===== src/rtl/dht_pkg.sv =====
// rtl/dht_pkg.sv - shared state encoding, frame layout and checksum helper for the DHT frame decoder
package dht_pkg;

    typedef enum logic [1:0] {
        IDLE  = 2'd0,
        CHECK = 2'd1,
        CONV  = 2'd2,
        DONE  = 2'd3
    } dht_state_e;

    localparam int FRAME_W      = 40;
    localparam int HUM_INT_LSB  = 32;
    localparam int HUM_DEC_LSB  = 24;
    localparam int TEMP_INT_LSB = 16;
    localparam int TEMP_DEC_LSB = 8;
    localparam int CSUM_LSB     = 0;
    localparam int BCD_W        = 12;

    // Payload is frame[39:8]; the sum wraps modulo 256 like the sensor's own checksum.
    function automatic logic [7:0] payload_sum(input logic [31:0] p);
        logic [7:0] s;
        s = p[31:24] + p[23:16] + p[15:8] + p[7:0];
        return s;
    endfunction

endpackage


===== src/rtl/dht_frame_decoder_if.sv =====
// rtl/dht_frame_decoder_if.sv - frame input and decoded reading bundle between capture logic and decoder
interface dht_frame_decoder_if;
    import dht_pkg::*;

    logic               frame_valid;
    logic [FRAME_W-1:0] frame;
    logic [7:0]         hum_int;
    logic [7:0]         hum_dec;
    logic [7:0]         temp_int;
    logic [7:0]         temp_dec;
    logic [BCD_W-1:0]   hum_bcd;
    logic [BCD_W-1:0]   temp_bcd;
    logic               out_valid;
    logic               crc_err;
    logic [7:0]         err_cnt;
    logic               busy;
    logic               stale;

    modport master (
        output frame_valid, frame,
        input  hum_int, hum_dec, temp_int, temp_dec, hum_bcd, temp_bcd,
        input  out_valid, crc_err, err_cnt, busy, stale
    );

    modport slave (
        input  frame_valid, frame,
        output hum_int, hum_dec, temp_int, temp_dec, hum_bcd, temp_bcd,
        output out_valid, crc_err, err_cnt, busy, stale
    );

endinterface


===== src/rtl/bin2bcd8.sv =====
// rtl/bin2bcd8.sv - sequential 8-bit binary to 3-digit BCD double-dabble converter
module bin2bcd8
    import dht_pkg::*;
(
    input  logic             clk,
    input  logic             rst,
    input  logic             start,
    input  logic [7:0]       bin,
    output logic             done,
    output logic [BCD_W-1:0] bcd
);

    localparam int SR_W = BCD_W + 8;

    logic [SR_W-1:0] sr;
    logic [2:0]      cnt;

    function automatic logic [SR_W-1:0] dabble_step(input logic [SR_W-1:0] x);
        logic [SR_W-1:0] y;
        y = x;
        for (int i = 0; i < 3; i++) begin
            if (y[8 + 4*i +: 4] >= 4'd5)
                y[8 + 4*i +: 4] = y[8 + 4*i +: 4] + 4'd3;
        end
        y = y << 1;
        return y;
    endfunction

    // The first iteration is folded into the load so that eight iterations finish
    // seven cycles after start and done lands on the last conversion cycle.
    always_ff @(posedge clk or posedge rst) begin
        if (rst) begin
            sr   <= '0;
            cnt  <= '0;
            done <= 1'b0;
        end else begin
            done <= 1'b0;
            if (start) begin
                sr  <= dabble_step({{BCD_W{1'b0}}, bin});
                cnt <= 3'd7;
            end else if (cnt != 3'd0) begin
                sr  <= dabble_step(sr);
                cnt <= cnt - 3'd1;
                if (cnt == 3'd1)
                    done <= 1'b1;
            end
        end
    end

    assign bcd = sr[SR_W-1:8];

endmodule


===== src/rtl/dht_frame_decoder.sv =====
// rtl/dht_frame_decoder.sv - validates DHT sensor frames, converts integer bytes to BCD, tracks staleness
module dht_frame_decoder
    import dht_pkg::*;
#(
    parameter int CLK_PER_MS = 100000,
    parameter int STALE_MS   = 3000
) (
    input  logic                clk,
    input  logic                rst,
    dht_frame_decoder_if.slave  bus
);

    localparam longint STALE_LIMIT = longint'(CLK_PER_MS) * longint'(STALE_MS);
    localparam int     CW          = $clog2(STALE_LIMIT + 1);
    localparam logic [CW-1:0] STALE_MAX = CW'(STALE_LIMIT);

    dht_state_e         state;
    logic [FRAME_W-1:0] frame_reg;
    logic [CW-1:0]      stale_cnt;
    logic               good;
    logic               start;
    logic               hum_done;
    logic               temp_done;
    logic [BCD_W-1:0]   hum_res;
    logic [BCD_W-1:0]   temp_res;
    logic               conv_end;

    assign good     = (payload_sum(frame_reg[FRAME_W-1:8]) == frame_reg[CSUM_LSB +: 8])
                      && (frame_reg != '0);
    assign start    = (state == CHECK) && good;
    assign conv_end = (state == CONV) && hum_done && temp_done;

    bin2bcd8 u_hum_bcd (
        .clk   (clk),
        .rst   (rst),
        .start (start),
        .bin   (frame_reg[HUM_INT_LSB +: 8]),
        .done  (hum_done),
        .bcd   (hum_res)
    );

    bin2bcd8 u_temp_bcd (
        .clk   (clk),
        .rst   (rst),
        .start (start),
        .bin   (frame_reg[TEMP_INT_LSB +: 8]),
        .done  (temp_done),
        .bcd   (temp_res)
    );

    always_ff @(posedge clk or posedge rst) begin
        if (rst) begin
            state        <= IDLE;
            frame_reg    <= '0;
            stale_cnt    <= '0;
            bus.hum_int  <= '0;
            bus.hum_dec  <= '0;
            bus.temp_int <= '0;
            bus.temp_dec <= '0;
            bus.hum_bcd  <= '0;
            bus.temp_bcd <= '0;
            bus.out_valid <= 1'b0;
            bus.crc_err  <= 1'b0;
            bus.err_cnt  <= '0;
            bus.busy     <= 1'b0;
            bus.stale    <= 1'b1;
        end else begin
            bus.out_valid <= 1'b0;
            bus.crc_err   <= 1'b0;
            case (state)
                IDLE: begin
                    if (bus.frame_valid) begin
                        frame_reg <= bus.frame;
                        state     <= CHECK;
                        bus.busy  <= 1'b1;
                    end
                end
                CHECK: begin
                    if (good) begin
                        state <= CONV;
                    end else begin
                        bus.crc_err <= 1'b1;
                        if (bus.err_cnt != 8'hFF)
                            bus.err_cnt <= bus.err_cnt + 8'd1;
                        state    <= IDLE;
                        bus.busy <= 1'b0;
                    end
                end
                CONV: begin
                    if (conv_end) begin
                        bus.hum_int   <= frame_reg[HUM_INT_LSB +: 8];
                        bus.hum_dec   <= frame_reg[HUM_DEC_LSB +: 8];
                        bus.temp_int  <= frame_reg[TEMP_INT_LSB +: 8];
                        bus.temp_dec  <= frame_reg[TEMP_DEC_LSB +: 8];
                        bus.hum_bcd   <= hum_res;
                        bus.temp_bcd  <= temp_res;
                        bus.out_valid <= 1'b1;
                        state         <= DONE;
                    end
                end
                DONE: begin
                    state    <= IDLE;
                    bus.busy <= 1'b0;
                end
                default: begin
                    state    <= IDLE;
                    bus.busy <= 1'b0;
                end
            endcase

            // Cleared on the same edge that raises out_valid, so stale drops with the pulse.
            if (conv_end) begin
                stale_cnt <= '0;
                bus.stale <= 1'b0;
            end else if (stale_cnt != STALE_MAX) begin
                stale_cnt <= stale_cnt + 1'b1;
                if (stale_cnt == STALE_MAX - 1'b1)
                    bus.stale <= 1'b1;
            end
        end
    end

endmodule

===== src/flat_wrapper.sv =====
// flat-port wrapper written by rule: the top's interface ports become plain ports
module dht_frame_decoder_flat import dht_pkg::*;
#(
    parameter int CLK_PER_MS = 100000,
    parameter int STALE_MS   = 3000
)
  (clk, rst, bus_frame_valid, bus_frame, bus_hum_int, bus_hum_dec, bus_temp_int, bus_temp_dec, bus_hum_bcd, bus_temp_bcd, bus_out_valid, bus_crc_err, bus_err_cnt, bus_busy, bus_stale);
  dht_frame_decoder_if bus_i ();
  input  logic clk;
  input  logic rst;
  input wire logic [$bits(bus_i.frame_valid)-1:0] bus_frame_valid;
  input wire logic [$bits(bus_i.frame)-1:0] bus_frame;
  output wire logic [$bits(bus_i.hum_int)-1:0] bus_hum_int;
  output wire logic [$bits(bus_i.hum_dec)-1:0] bus_hum_dec;
  output wire logic [$bits(bus_i.temp_int)-1:0] bus_temp_int;
  output wire logic [$bits(bus_i.temp_dec)-1:0] bus_temp_dec;
  output wire logic [$bits(bus_i.hum_bcd)-1:0] bus_hum_bcd;
  output wire logic [$bits(bus_i.temp_bcd)-1:0] bus_temp_bcd;
  output wire logic [$bits(bus_i.out_valid)-1:0] bus_out_valid;
  output wire logic [$bits(bus_i.crc_err)-1:0] bus_crc_err;
  output wire logic [$bits(bus_i.err_cnt)-1:0] bus_err_cnt;
  output wire logic [$bits(bus_i.busy)-1:0] bus_busy;
  output wire logic [$bits(bus_i.stale)-1:0] bus_stale;
  assign bus_i.frame_valid = bus_frame_valid;
  assign bus_i.frame = bus_frame;
  assign bus_hum_int = bus_i.hum_int;
  assign bus_hum_dec = bus_i.hum_dec;
  assign bus_temp_int = bus_i.temp_int;
  assign bus_temp_dec = bus_i.temp_dec;
  assign bus_hum_bcd = bus_i.hum_bcd;
  assign bus_temp_bcd = bus_i.temp_bcd;
  assign bus_out_valid = bus_i.out_valid;
  assign bus_crc_err = bus_i.crc_err;
  assign bus_err_cnt = bus_i.err_cnt;
  assign bus_busy = bus_i.busy;
  assign bus_stale = bus_i.stale;
  dht_frame_decoder #(.CLK_PER_MS(CLK_PER_MS), .STALE_MS(STALE_MS)) u_core (.clk(clk), .rst(rst), .bus(bus_i));
endmodule

===== config.mk =====
export PLATFORM = sky130hd
export DESIGN_NAME = dht_frame_decoder_flat
export DESIGN_NICKNAME = d
export VERILOG_FILES = /design/src/rtl/dht_pkg.sv /design/src/rtl/dht_frame_decoder_if.sv /design/src/rtl/bin2bcd8.sv /design/src/rtl/dht_frame_decoder.sv /design/src/flat_wrapper.sv
export SDC_FILE = /design/constraint.sdc
export NUM_CORES = 1
export LEC_CHECK = 0
export ABC_AREA = 1
export CAP_MARGIN = 0
export CORE_AREA = 2 2 156 128
export CTS_CLUSTER_DIAMETER = 150
export DETAILED_ROUTE_END_ITERATION = 6
export DIE_AREA = 0 0 158 130
export GPL_ROUTABILITY_DRIVEN = 0
export PLACE_DENSITY = 0.74
export SKIP_LAST_GASP = 1
export SLEW_MARGIN = 20
export SYNTH_ARGS = -nofsm -noshare
export SYNTH_HDL_FRONTEND = slang
export SYNTH_SLANG_ARGS = --single-unit

===== constraint.sdc =====
create_clock -name clk -period 6 [get_ports clk]
set_input_delay 0.9 -clock clk [delete_from_list [all_inputs] [get_ports clk]]
set_output_delay 0.9 -clock clk [all_outputs]
set_load 0.02 [all_outputs]

## Word level (Yosys, flattened, before mapping)

Index checks and enable logic that the tools add are counted.
Widths: inputs -> output; s select.

- Register bits: 187
- Latch bits: 0
- Memory bits (writable): 0
- ROM bits: 0
- Word-level logic and storage cells: 107
- Memories kept: 0

- $add $sub $neg: 13
- $mul: 0
- Divide/modulo/power cells: 0
- Magnitude comparators: 6
- Eq/ne operators: 12
- Shifts and indexed selects: 0
- Muxes and demuxes: 36
- Bitwise operators: 1
- Reduce and logical (&&, ||, !) cells: 19

Operators with widths:

| cell | count |
|---|---|
| $mux 20 | 4 |
| $mux 29 | 2 |
| $reduce_bool 40->1 | 1 |
| $add 29x1->29 const B | 1 |
| $eq 29x29->1 const B | 1 |
| $ne 29x29->1 const B | 1 |
| $add 8x8->8 | 3 |
| $ge 4x3->1 const B | 6 |
| $mux 3 | 6 |
| $add 4x2->4 const B | 4 |
| $mux 4 | 4 |
| $mux 1 | 15 |
| $reduce_bool 3->1 | 3 |
| $add 8x1->8 const B | 1 |
| $eq 8x8->1 | 1 |
| $ne 8x8->1 const B | 1 |
| $pmux 2 s4 | 1 |
| $reduce_and 2->1 | 4 |
| $reduce_bool 2->1 | 4 |
| $add 3x2->3 const B | 2 |
| $eq 3x1->1 const B | 2 |
| $mux 2 | 3 |
| $reduce_and 3->1 | 2 |
| $sub 3x1->3 const B | 2 |
| 8 further kinds | 13 |

## Longest topological paths before layout

Gate-level depths: netlist of the first run.

- Word-level depth: 7
- Gate-level depth with buffers: 21
- Depth with buffers taken out: 19

## By module

From an unflattened synthesis of the first run, not the netlist that was laid out.

- Cell total of the unflattened synthesis: 1121
- Area, all modules: 9551.7 um2

By module, submodules not included:

| module | times used | cells each | area each (um2) | seq. area each (um2) |
|---|---|---|---|---|
| dht_frame_decoder | 1 | 777 | 6761.5 | 3479.6 |
| bin2bcd8 | 2 | 172 | 1395.1 | 575.6 |

## Worst setup path after synthesis of the first run

OpenSTA, ideal clock, no wires.

- Path kind: reg-to-reg
- Start: register u_core.frame_reg[9]
- End: register u_core.u_temp_bcd.sr[6]
- Arrival time: 3.334 ns
- Required time: 5.884 ns
- Slack: 2.550 ns
- Stages on the path, launching flop included: 17
- Buffers on the path: 2
- Path through: dfrtp_1 > fa_1 > inv_1 > fa_1 > inv_1 > ha_1 > fa_1 > xnor2_1 > nand3_1 > nor2_1 > nand3_1 > nor3_4 > nand3_2 > buf_6 > buf_6 > o21ai_2 > inv_1

- Longest elaborated chain between the ends: 5

RTL lines:

| what | RTL line | text |
|---|---|---|
| start: declaration | dht_frame_decoder.sv:18 | `logic [FRAME_W-1:0] frame_reg;` |
| start signal: assignment | dht_frame_decoder.sv:73 | `frame_reg <= bus.frame;` |
| $add 8x8->8 | dht_pkg.sv:22 | `s = p[31:24] + p[23:16] + p[15:8] + p[7:0];` |
| $eq 8x8->1 | dht_frame_decoder.sv:28 | `assign good = (payload_sum(frame_reg[FRAME_W-1:8]) == frame_reg[CSUM_LSB +: 8])` |
| $logic_and 1x1->1 (*) | dht_frame_decoder.sv:29 | `&& (frame_reg != '0);` |
| $logic_and 1x1->1 (*) | dht_frame_decoder.sv:30 | `assign start = (state == CHECK) && good;` |
| $mux 20 or $reduce_bool 2->1 (tied branches) | -- |  |
| end signal: assignment | bin2bcd8.sv:39 | `sr <= dabble_step({{BCD_W{1'b0}}, bin});` |
| end signal: assignment | bin2bcd8.sv:42 | `sr <= dabble_step(sr);` |
| end: declaration | bin2bcd8.sv:15 | `logic [SR_W-1:0] sr;` |

Every way passes the cells marked *; elsewhere a longest branch is shown, timed or not.
A chain may end at the register's enable or synchronous reset.

## Worst setup path in the final report of the first run

- Start: register u_core.frame_reg[17]
- End: register u_core.u_temp_bcd.sr[7]

- Longest elaborated chain between the ends: 6

RTL lines:

| what | RTL line |
|---|---|
| $add 8x8->8 (2 in series) | dht_pkg.sv:22 |
| $eq 8x8->1 | dht_frame_decoder.sv:28 |
| $logic_and 1x1->1 (*) | dht_frame_decoder.sv:29 |
| $logic_and 1x1->1 (*) | dht_frame_decoder.sv:30 |
| $mux 20 or $reduce_bool 2->1 (tied branches) | -- |

Marked as above.

==> results.sh, run 1 <==
export IMPL_synth_edff_count=0
export IMPL_min_path_cells=2
export IMPL_power_density_nw_per_um2=568
export IMPL_worst_path_max_fanout=65
export IMPL_setup_violations=0
export IMPL_fp_dieW_um=158
export IMPL_ys_async_sr_fraction=1.00
export IMPL_cp_top_family="adder cells"
export IMPL_maxCapViolCount=0
export IMPL_grt_max_degree=143
export IMPL_numCtsBuffers=17
export IMPL_cts_buffer_depth=2
export IMPL_drc=0
export IMPL_cts_tree="done"
export IMPL_synthesis_nets=1202
export IMPL_pwr_share_clk=0.168
export IMPL_start_util=0.496
export IMPL_ys_types=41
export IMPL_die_area_um2=20500
export IMPL_viasPerCell=5.06
export IMPL_reg2reg_slack_ns=1.87
export IMPL_p_int_w=0.00359
export IMPL_seq_area_frac_synth=0.485
export IMPL_num_antenna_cells=0
export IMPL_crit_path_start_kind="register"
export IMPL_die_h_um=130
export IMPL_final_common_cell="nand2_1"
export IMPL_wl_per_cell_um=14.2
export IMPL_postRouteAntennaNets=0
export IMPL_drt_first_iter_violations=503
export IMPL_syn_to_final_growth_pct=20.1
export IMPL_worstPathRequired_ns=6.32
export IMPL_pwr_share_seq=0.297
export IMPL_rows=46
export IMPL_min_period_ns=4.13
export IMPL_dpl_hpwl_um=14500
export IMPL_drive_gt1_frac=0.0954
export IMPL_ys_warnings_count=0
export IMPL_fin_crit_sh=0.688
export IMPL_switching_share=0.449
export IMPL_p_switching_w=0.00292
export IMPL_fin_ws_ns=1.87
export IMPL_core_um2=19200
export IMPL_htreeDepth=4
export IMPL_critPathKind="reg -> reg"
export IMPL_max_clock_freq_ghz=0.242
export IMPL_status="completed"
export IMPL_nets=1303
export IMPL_clockRootBuffer="clkbuf_16"
export IMPL_largest_reg_flops=40
export IMPL_avgSynthCellArea_um2=8.58
export IMPL_path_depth=19
export IMPL_synth_seq_cells=185
export IMPL_finalClockSkew_ns=0.0120
export IMPL_tns_ns=0
export IMPL_io_pins=111
export IMPL_synth_cells=1112
export IMPL_cpPeakStageDelay_ns=0.61
export IMPL_worstRegToRegCells=19
export IMPL_final_max_slew_violation_count=0
export IMPL_grt_pass1_wl_um=35600
export IMPL_worstPathCellList="fa_1, inv_1, fa_1, inv_1, ha_1, fa_1, nand3_1, nand2_1, nand2_1, nand2_1, nand2_1, nand2_1, nand3_1, nand2_1, nand3_2, buf_4, nand2_1, o21ai_2, inv_1"
export IMPL_critical_path_slowest_cell="buf_4"
export IMPL_rsz0062_at_grt="no"
export IMPL_ctsResizeCount=0
export IMPL_wl_um=21200
export IMPL_crit_top_cell="nand2_1"
export IMPL_grt_pass1_vias=7268
export IMPL_clk_latency_ns=0.44
export IMPL_ys_flop_type="dfrtp_1"
export IMPL_layout_common_cells="nand2_1, dfrtp_1, inv_1"
export IMPL_hold_buffers=0
export IMPL_power_frac_comb=0.535
export IMPL_postCtsSetupBuffers=0
export IMPL_synthesis_area_um2=9540
export IMPL_cts_sinks=185
export IMPL_dpl_worst_slack_ns=1.93
export IMPL_worst_slew_pin_slew_ns=1.00
export IMPL_path_buf_inv=4
export IMPL_end_kind="register"
export IMPL_num_vias=7545
export IMPL_grt_usage=0.219
export IMPL_hold_violations=0
export IMPL_clk_pin_slew_worst_paths_ns=0.07
export IMPL_min_path_type="reg -> reg"
export IMPL_firstDrtPassIters=5
export IMPL_worstPathArrival_ns=4.44
export IMPL_leakage_nw=5.60
export IMPL_place_port_buffers=110
export IMPL_final_util=0.596
export IMPL_ir_drop_mv=0.427
export IMPL_slew_headroom=0.333
export IMPL_grt_antenna_before_repair=1
export IMPL_gr_total_overflow=0
## through the flow
stage               power (W)  instance area (um^2)  hold slack, ns  instances
floorplan             0.00470                  9540           0.455       1112
global placement      0.00528                 10900           0.455       1457
detailed placement    0.00541                 10900           0.457       1457
CTS                   0.00654                 11400           0.467       1489
global route          0.00717                 11500           0.484       1490
finish                0.00651                 11500           0.463       1490
## cell families (layout without fill, tap and decap cells)
logic type               count (synthesis)  after routing  synth area share
multiplexers                            24             24            0.0295
adder cells (fa/ha/maj)                 47             47            0.0726
buffers and inverters                  197            311            0.0818
XOR/XNOR                                20             20            0.0184
AND/OR/NAND/NOR                        465            465             0.206
AO/OA/AOI/OAI                          174            174             0.106
flip-flops                             185            185             0.485
## metal layers
metal | part of all wire | global-route usage
met1 | 0.48 | 0.313
met2 | 0.46 | 0.347
met3 | 0.040 | 0.0342
met4 | 0.017 | 0.0715
met5 | 0 | 0
## final cells by class
type / count / area (um^2)
multi-input cells: 730 / 4150
clock inverters: 12 / 118
clock buffers: 20 / 447
inverters: 161 / 612
fillers: 1687 / 7760
flip-flops and latches: 185 / 4630
repair buffers: 118 / 1180
well taps: 264 / 330
## power by group through the flow
| stage | logic [W] | clock network, W | registers (W) |
|---|---|---|---|
| floorplan | 0.00282 | 0 | 0.00188 |
| global placement | 0.00334 | 0 | 0.00194 |
| detailed placement | 0.00345 | 0 | 0.00195 |
| CTS | 0.00349 | 0.00111 | 0.00194 |
| global route | 0.00402 | 0.00116 | 0.00198 |
| finish | 0.00348 | 0.00109 | 0.00194 |
## worst reg2reg max path, stage by stage (launching register included)
cell	delay, ns
dfrtp_1	0.46
fa_1	0.54
inv_1	0.06
fa_1	0.51
inv_1	0.06
ha_1	0.23
fa_1	0.43
nand3_1	0.13
nand2_1	0.08
nand2_1	0.07
nand2_1	0.05
nand2_1	0.05
nand2_1	0.06
nand3_1	0.08
nand2_1	0.14
nand3_2	0.11
buf_4	0.61
nand2_1	0.20
o21ai_2	0.09
inv_1	0.06
## synth_stat cells (17+ instances only)
master / number / area [um^2]
nand2_1: 264 / 991
dfrtp_1: 184 / 4600
inv_1: 141 / 529
nor2_1: 91 / 342
o21ai_0: 82 / 410
a21oi_1: 52 / 260
nand3_1: 47 / 235
ha_1: 33 / 413
clkbuf_1: 26 / 97.6
mux2_2: 23 / 259
nand4_1: 22 / 138
inv_2: 18 / 67.6
nor3_1: 17 / 85.1
## worst paths after layout
check                                     startpoint                       to
worst max register to register  u_core.frame_reg[17]  u_core.u_temp_bcd.sr[7]
worst min-delay path                u_core.bus.stale         u_core.bus.stale
worst min register to register      u_core.bus.stale         u_core.bus.stale
min in group asynchronous                        rst   u_core.bus.temp_bcd[9]
max in group asynchronous                        rst      u_core.frame_reg[3]
worst max-delay path            u_core.frame_reg[17]  u_core.u_temp_bcd.sr[7]
No activity file was read; power rests on OpenSTA's default activity.
==> run 2: changes to the inputs <==
--- a/config.mk
+++ b/config.mk
@@ -7,12 +7,12 @@
 export LEC_CHECK = 0
 export ABC_AREA = 1
 export CAP_MARGIN = 0
-export CORE_AREA = 2 2 156 128
+export CORE_AREA = 2 2 148 121
 export CTS_CLUSTER_DIAMETER = 150
 export DETAILED_ROUTE_END_ITERATION = 6
-export DIE_AREA = 0 0 158 130
+export DIE_AREA = 0 0 150 123
 export GPL_ROUTABILITY_DRIVEN = 0
-export PLACE_DENSITY = 0.74
+export PLACE_DENSITY = 0.78
 export SKIP_LAST_GASP = 1
 export SLEW_MARGIN = 20
 export SYNTH_ARGS = -nofsm -noshare
==> constraint.sdc (replaced) <==
create_clock -name clk -period 4.1 [get_ports clk]
set_input_delay 0.615 -clock clk [delete_from_list [all_inputs] [get_ports clk]]
set_output_delay 0.615 -clock clk [all_outputs]
set_load 0.02 [all_outputs]
==> run 2 against run 1 <==
Compared with the run above: total power increased by 49%; final area about the same; combinational power increased by 50%; global-route usage increased by 1.9 points; highest routed layer unchanged.
==> results.sh, run 2 (same netlist as run 1, synthesis figures left out) <==
export IMPL_status="completed"
export IMPL_num_vias=7603
export IMPL_end_kind="register"
export IMPL_instances_no_fill=1452
export IMPL_drc=0
export IMPL_layout_common_cells="nand2_1, dfrtp_1, inv_1"
export IMPL_start_util=0.561
export IMPL_max_clock_freq_ghz=0.259
export IMPL_worstPathArrival_ns=4.18
export IMPL_grt_pass1_wl_um=34600
export IMPL_wl_per_cell_um=14.5
export IMPL_fin_crit_sh=0.941
export IMPL_worst_path_max_fanout=38
export IMPL_fin_area_um2=11500
export IMPL_final_util=0.674
export IMPL_critPathKind="reg -> reg"
export IMPL_numCtsBuffers=17
export IMPL_viasPerCell=5.24
export IMPL_power_density_nw_per_um2=847
export IMPL_finalClockSkew_ns=0.0107
export IMPL_drive_gt1_frac=0.0970
export IMPL_min_path_type="in -> async"
export IMPL_slew_headroom=0.274
export IMPL_setup_violations=0
export IMPL_hold_buffers=0
export IMPL_rsz0062_at_grt="yes"
export IMPL_critical_path_slowest_cell="fa_1"
export IMPL_worstPathRequired_ns=4.42
export IMPL_path_buf_inv=4
export IMPL_min_period_ns=3.86
export IMPL_nets=1305
export IMPL_htreeDepth=4
export IMPL_cts_buffer_depth=2
export IMPL_cts_tree="done"
export IMPL_core_um2=17000
export IMPL_dpl_hpwl_um=14500
export IMPL_leakage_nw=5.63
export IMPL_drt_first_iter_violations=479
export IMPL_syn_to_final_growth_pct=20.1
export IMPL_fp_dieW_um=150
export IMPL_place_port_buffers=110
export IMPL_cpPeakStageDelay_ns=0.53
export IMPL_firstDrtPassIters=6
export IMPL_worstPathCellList="fa_1, inv_1, fa_1, inv_1, ha_1, fa_1, xnor2_1, nand3_1, nor2_1, nand3_1, nor3_4, nand3_2, buf_6, o21ai_0, inv_1"
export IMPL_grt_antenna_before_repair=0
export IMPL_postRouteAntennaNets=0
export IMPL_final_max_slew_violation_count=0
export IMPL_worst_slew_pin_slew_ns=1.08
export IMPL_num_antenna_cells=0
export IMPL_gr_total_overflow=0
export IMPL_grt_max_degree=85
export IMPL_die_h_um=123
export IMPL_maxCapViolCount=0
export IMPL_ir_drop_mv=0.810
export IMPL_largest_reg_flops=40
export IMPL_hold_violations=0
export IMPL_dpl_cell_area_um2=10900
export IMPL_cts_sinks=185
export IMPL_final_common_cell="nand2_1"
export IMPL_cp_top_family="adder cells"
export IMPL_nFillCells=1360
export IMPL_die_area_um2=18500
export IMPL_grt_pass1_vias=7130
export IMPL_rows=43
export IMPL_dp_cells=1421
export IMPL_clk_pin_slew_worst_paths_ns=0.07
export IMPL_wl_um=21100
export IMPL_io_pins=111
export IMPL_grt_usage=0.239
export IMPL_clockRootBuffer="clkbuf_16"
export IMPL_clk_latency_ns=0.43
export IMPL_crit_path_start_kind="register"
[run 2: cell count changes in the layout (fill, tap and decap cells not counted), sizes merged]
cell    change
buf         +2
bufinv      +1
clkinv      -3
clkbuf      +1
[run 2: layout make-up]
cell class | instances | area, um^2 | area share
Sequential cell | 185 | 4630 | 0.404
Inverter | 161 | 608 | 0.0531
Clock buffer | 21 | 470 | 0.0411
Tap cell | 225 | 282 | 0.0246
Timing Repair Buffer | 120 | 1200 | 0.105
Clock inverter | 10 | 116 | 0.0102
Multi-Input combinational cell | 730 | 4150 | 0.362
[run 2: metal layers]
layer | track usage | up-vias | wire, um
met5 | 0 | - | 0
met4 | 0.0684 | 0 | 282
met3 | 0.0421 | 24 | 1130
met2 | 0.378 | 194 | 9810
met1 | 0.342 | 3613 | 9850
li1 | - | 3772 | -
[run 2: where the power goes]
part	total (W)	switching, W	internal (W)
clock network	0.00166	0.000711	0.000947
logic	0.00523	0.00313	0.00210
registers	0.00282	0.000513	0.00231
total	0.00971	0.00435	0.00536
[run 2: final timing paths]
kind | slack [ns] | cells after the start | from | to
hold reg to reg | 0.48 | 2 | u_core.bus.busy | u_core.bus.busy
setup reg to reg | 0.24 | 15 | u_core.frame_reg[17] | u_core.u_temp_bcd.sr[5]
max in group asynchronous | 2.94 | 3 | rst | u_core.bus.stale
hold / removal | 0.44 | 2 | rst | u_core.bus.temp_bcd[2]
min in group clk | 0.48 | 2 | u_core.bus.busy | u_core.bus.busy
setup / recovery | 0.24 | 15 | u_core.frame_reg[17] | u_core.u_temp_bcd.sr[5]
[run 2: repair_timing]
action / CTS / global route
buffers inserted: 0 / 0
resized for setup: 0 / 1
endpoints found under the setup margin: 0 / 4
[run 2: stage by stage]
step	TNS, ns	setup slack [ns]	hold slack (ns)	power (W)
after floorplan	0	0.650	0.455	0.00688
after global placement	0	0.363	0.454	0.00770
after detailed placement	0	0.236	0.464	0.00797
after CTS	0	0.230	0.427	0.00969
after global routing	-0.00402	-0.00402	0.447	0.0105
final	0	0.240	0.435	0.00971
==> run 3: changes to the inputs <==
--- a/config.mk
+++ b/config.mk
@@ -7,14 +7,16 @@
 export LEC_CHECK = 0
 export ABC_AREA = 1
 export CAP_MARGIN = 0
-export CORE_AREA = 2 2 148 121
+export CORE_AREA = 2 2 147 120
+export CTS_BUF_LIST = sky130_fd_sc_hd__clkbuf_4
 export CTS_CLUSTER_DIAMETER = 150
 export DETAILED_ROUTE_END_ITERATION = 6
-export DIE_AREA = 0 0 150 123
+export DIE_AREA = 0 0 149 122
 export GPL_ROUTABILITY_DRIVEN = 0
-export PLACE_DENSITY = 0.78
+export PLACE_DENSITY = 0.79
 export SKIP_LAST_GASP = 1
 export SLEW_MARGIN = 20
 export SYNTH_ARGS = -nofsm -noshare
 export SYNTH_HDL_FRONTEND = slang
+export SYNTH_HIERARCHICAL = 1
 export SYNTH_SLANG_ARGS = --single-unit
==> run 3 against run 2 <==
Compared with the run above: synthesized area about the same; critical endpoint is now u_core/u_hum_bcd/sr[6]; utilization shrank 2.4 points; die area shrank 1.5%; critical path depth grew 5; sequential share of layout area grew 1.7 points; largest power group unchanged; flip-flop and latch count unchanged; global-route usage increased by 1.2 points; non-clock buffer count up 2; clock power fell by 40%.
==> results.sh, run 3 <==
export IMPL_num_antenna_cells=0
export IMPL_wl_um=21500
export IMPL_synth_most_common_cell="nand2_1"
export IMPL_nets=1295
export IMPL_viasPerCell=5.34
export IMPL_ys_top_cells_by_area="dfrtp_1, nand2_1, inv_1"
export IMPL_drive_gt1_frac=0.0760
export IMPL_worstPathRequired_ns=4.58
export IMPL_max_clock_freq_ghz=0.255
export IMPL_grt_pass1_wl_um=35900
export IMPL_rows=43
export IMPL_worstPathArrival_ns=4.41
export IMPL_fin_crit_sh=0.958
export IMPL_maxCapViolCount=0
export IMPL_numCtsBuffers=17
export IMPL_synth_edff_count=0
export IMPL_ys_flop_type="dfrtp_1"
export IMPL_die_area_um2=18200
export IMPL_fp_dieW_um=149
export IMPL_grt_max_degree=111
export IMPL_clk_latency_ns=0.59
export IMPL_worst_path_max_fanout=15
export IMPL_grt_pass1_vias=7298
export IMPL_num_vias=7729
export IMPL_place_port_buffers=110
export IMPL_clockRootBuffer="clkbuf_4"
export IMPL_core_um2=16900
export IMPL_synth_cells=1121
export IMPL_critPathKind="reg -> reg"
export IMPL_nFillCells=1390
export IMPL_synthesis_nets=1206
export IMPL_worst_slew_pin_slew_ns=1.02
export IMPL_slew_headroom=0.318
export IMPL_clk_pin_slew_worst_paths_ns=0.16
export IMPL_grt_usage=0.250
export IMPL_avgSynthCellArea_um2=8.52
export IMPL_ir_drop_mv=0.571
export IMPL_power_density_nw_per_um2=747
export IMPL_seq_area_frac_synth=0.485
export IMPL_path_buf_inv=6
export IMPL_fin_ws_ns=0.172
export IMPL_final_common_cell="nand2_1"
export IMPL_ys_types=49
export IMPL_cp_top_family="adder cells"
export IMPL_drc=0
export IMPL_wl_per_cell_um=14.8
export IMPL_layout_common_cells="nand2_1, dfrtp_1, inv_1"
export IMPL_critical_path_slowest_cell="fa_2"
export IMPL_worstPathCellList="fa_1, inv_1, fa_1, inv_1, ha_1, fa_2, xnor2_1, nand3_1, nor2_1, nand2_1, inv_1, nand3_1, nor2_4, nand3_1, inv_2, inv_1, nand2_4, inv_6, nand2_1, o211ai_1"
export IMPL_cts_buffer_depth=2
export IMPL_synth_top_cell_area_share=0.482
export IMPL_htreeDepth=4
export IMPL_largest_reg_flops=40
export IMPL_finalClockSkew_ns=0.0204
export IMPL_tns_ns=0
export IMPL_cts_tree="done"
export IMPL_setup_violations=0
export IMPL_end_kind="register"
export IMPL_cpPeakStageDelay_ns=0.54
export IMPL_crit_top_cell="inv_1"
export IMPL_start_util=0.565
export IMPL_syn_to_final_growth_pct=15.0
export IMPL_io_pins=111
export IMPL_ys_top_cells_by_count="nand2_1, dfrtp_1, inv_1"
export IMPL_dpl_worst_slack_ns=0.164
export IMPL_min_period_ns=3.93
export IMPL_final_max_slew_violation_count=0
export IMPL_min_path_type="in -> async"
export IMPL_ys_async_sr_fraction=1.00
export IMPL_synth_seq_cells=185
export IMPL_leakage_nw=5.37
export IMPL_grt_antenna_before_repair=1
export IMPL_synthesis_area_um2=9550
export IMPL_drt_first_iter_violations=581
export IMPL_status="completed"
export IMPL_die_h_um=122
export IMPL_dpl_hpwl_um=15300
export IMPL_firstDrtPassIters=5
export IMPL_post_synth_top_area_cell="dfrtp_1"
export IMPL_gr_total_overflow=0
export IMPL_hold_violations=0
export IMPL_ys_warnings_count=6
export IMPL_postRouteAntennaNets=0
export IMPL_crit_path_start_kind="register"
export IMPL_cts_sinks=185
run 3: worst reg2reg max path: stages, from the launching register on:
cell	delay, ns
dfrtp_1	0.44
fa_1	0.53
inv_1	0.05
fa_1	0.49
inv_1	0.04
ha_1	0.23
fa_2	0.54
xnor2_1	0.11
nand3_1	0.09
nor2_1	0.12
nand2_1	0.07
inv_1	0.05
nand3_1	0.12
nor2_4	0.15
nand3_1	0.14
inv_2	0.15
inv_1	0.12
nand2_4	0.14
inv_6	0.08
nand2_1	0.08
o211ai_1	0.09
run 3: layout make-up:
cell class / count / area, um^2 / share of cell area
clock buffer: 17 / 128 / 0.0116
clock inverter: 15 / 143 / 0.0130
inverter: 126 / 487 / 0.0443
multi-input combinational: 758 / 4110 / 0.374
sequential: 185 / 4630 / 0.422
tap: 225 / 282 / 0.0256
timing repair buffer: 122 / 1210 / 0.110
run 3: power breakdown:
group	internal (W)	switching, W	leakage, nW
clock network	0.000312	0.000678	0.137
logic	0.00178	0.00262	2.85
registers	0.00230	0.000520	2.38
run 3: kinds of logic after synthesis:
family	synth area share
AO/OA/AOI/OAI	0.0816
XOR/XNOR	0.0190
adder cells (fa/ha/maj)	0.0660
buffers and inverters	0.0875
flip-flops	0.485
multiplexers	0.00825
AND/OR/NAND/NOR	0.253
run 3: path summary, 6_finish.rpt:
path | from | end | slack [ns] | cells past startpoint
setup / recovery | u_core/frame_reg[9] | u_core/u_hum_bcd/sr[6] | 0.17 | 20
hold / removal | rst | u_core/bus.temp_bcd[8] | 0.48 | 2
setup reg to reg | u_core/frame_reg[9] | u_core/u_hum_bcd/sr[6] | 0.17 | 20
hold reg to reg | u_core/bus.stale | u_core/bus.stale | 0.48 | 2
max in group asynchronous | rst | u_core/bus.stale | 2.77 | 3
min in group clk | u_core/bus.stale | u_core/bus.stale | 0.48 | 2
run 3: timing repair:
item	4_1_cts	5_1_grt
setup endpoints to repair	0	42
setup buffers	0	3
hold buffers	0	0
resized for setup	0	4
run 3: routing by layer:
layer / vias up / track usage / routed length, um
met5: - / 0 / 13
met4: 2 / 0.0613 / 278
met3: 23 / 0.0588 / 1440
met2: 266 / 0.376 / 9640
met1: 3680 / 0.370 / 10100
li1: 3758 / - / -
run 3: per-stage QoR:
| step | std cells | hold slack, ns | utilization | instance area [um^2] | power, W |
|---|---|---|---|---|---|
| floorplan | 1121 | 0.452 | - | 9560 | 0.00628 |
| global placement | 1412 | 0.455 | 0.632 | 10700 | 0.00694 |
| detailed placement | 1412 | 0.456 | 0.632 | 10700 | 0.00712 |
| CTS | 1444 | 0.463 | 0.648 | 11000 | 0.00814 |
| global route | 1448 | 0.502 | 0.650 | 11000 | 0.00900 |
| finish | 1448 | 0.476 | 0.650 | 11000 | 0.00821 |
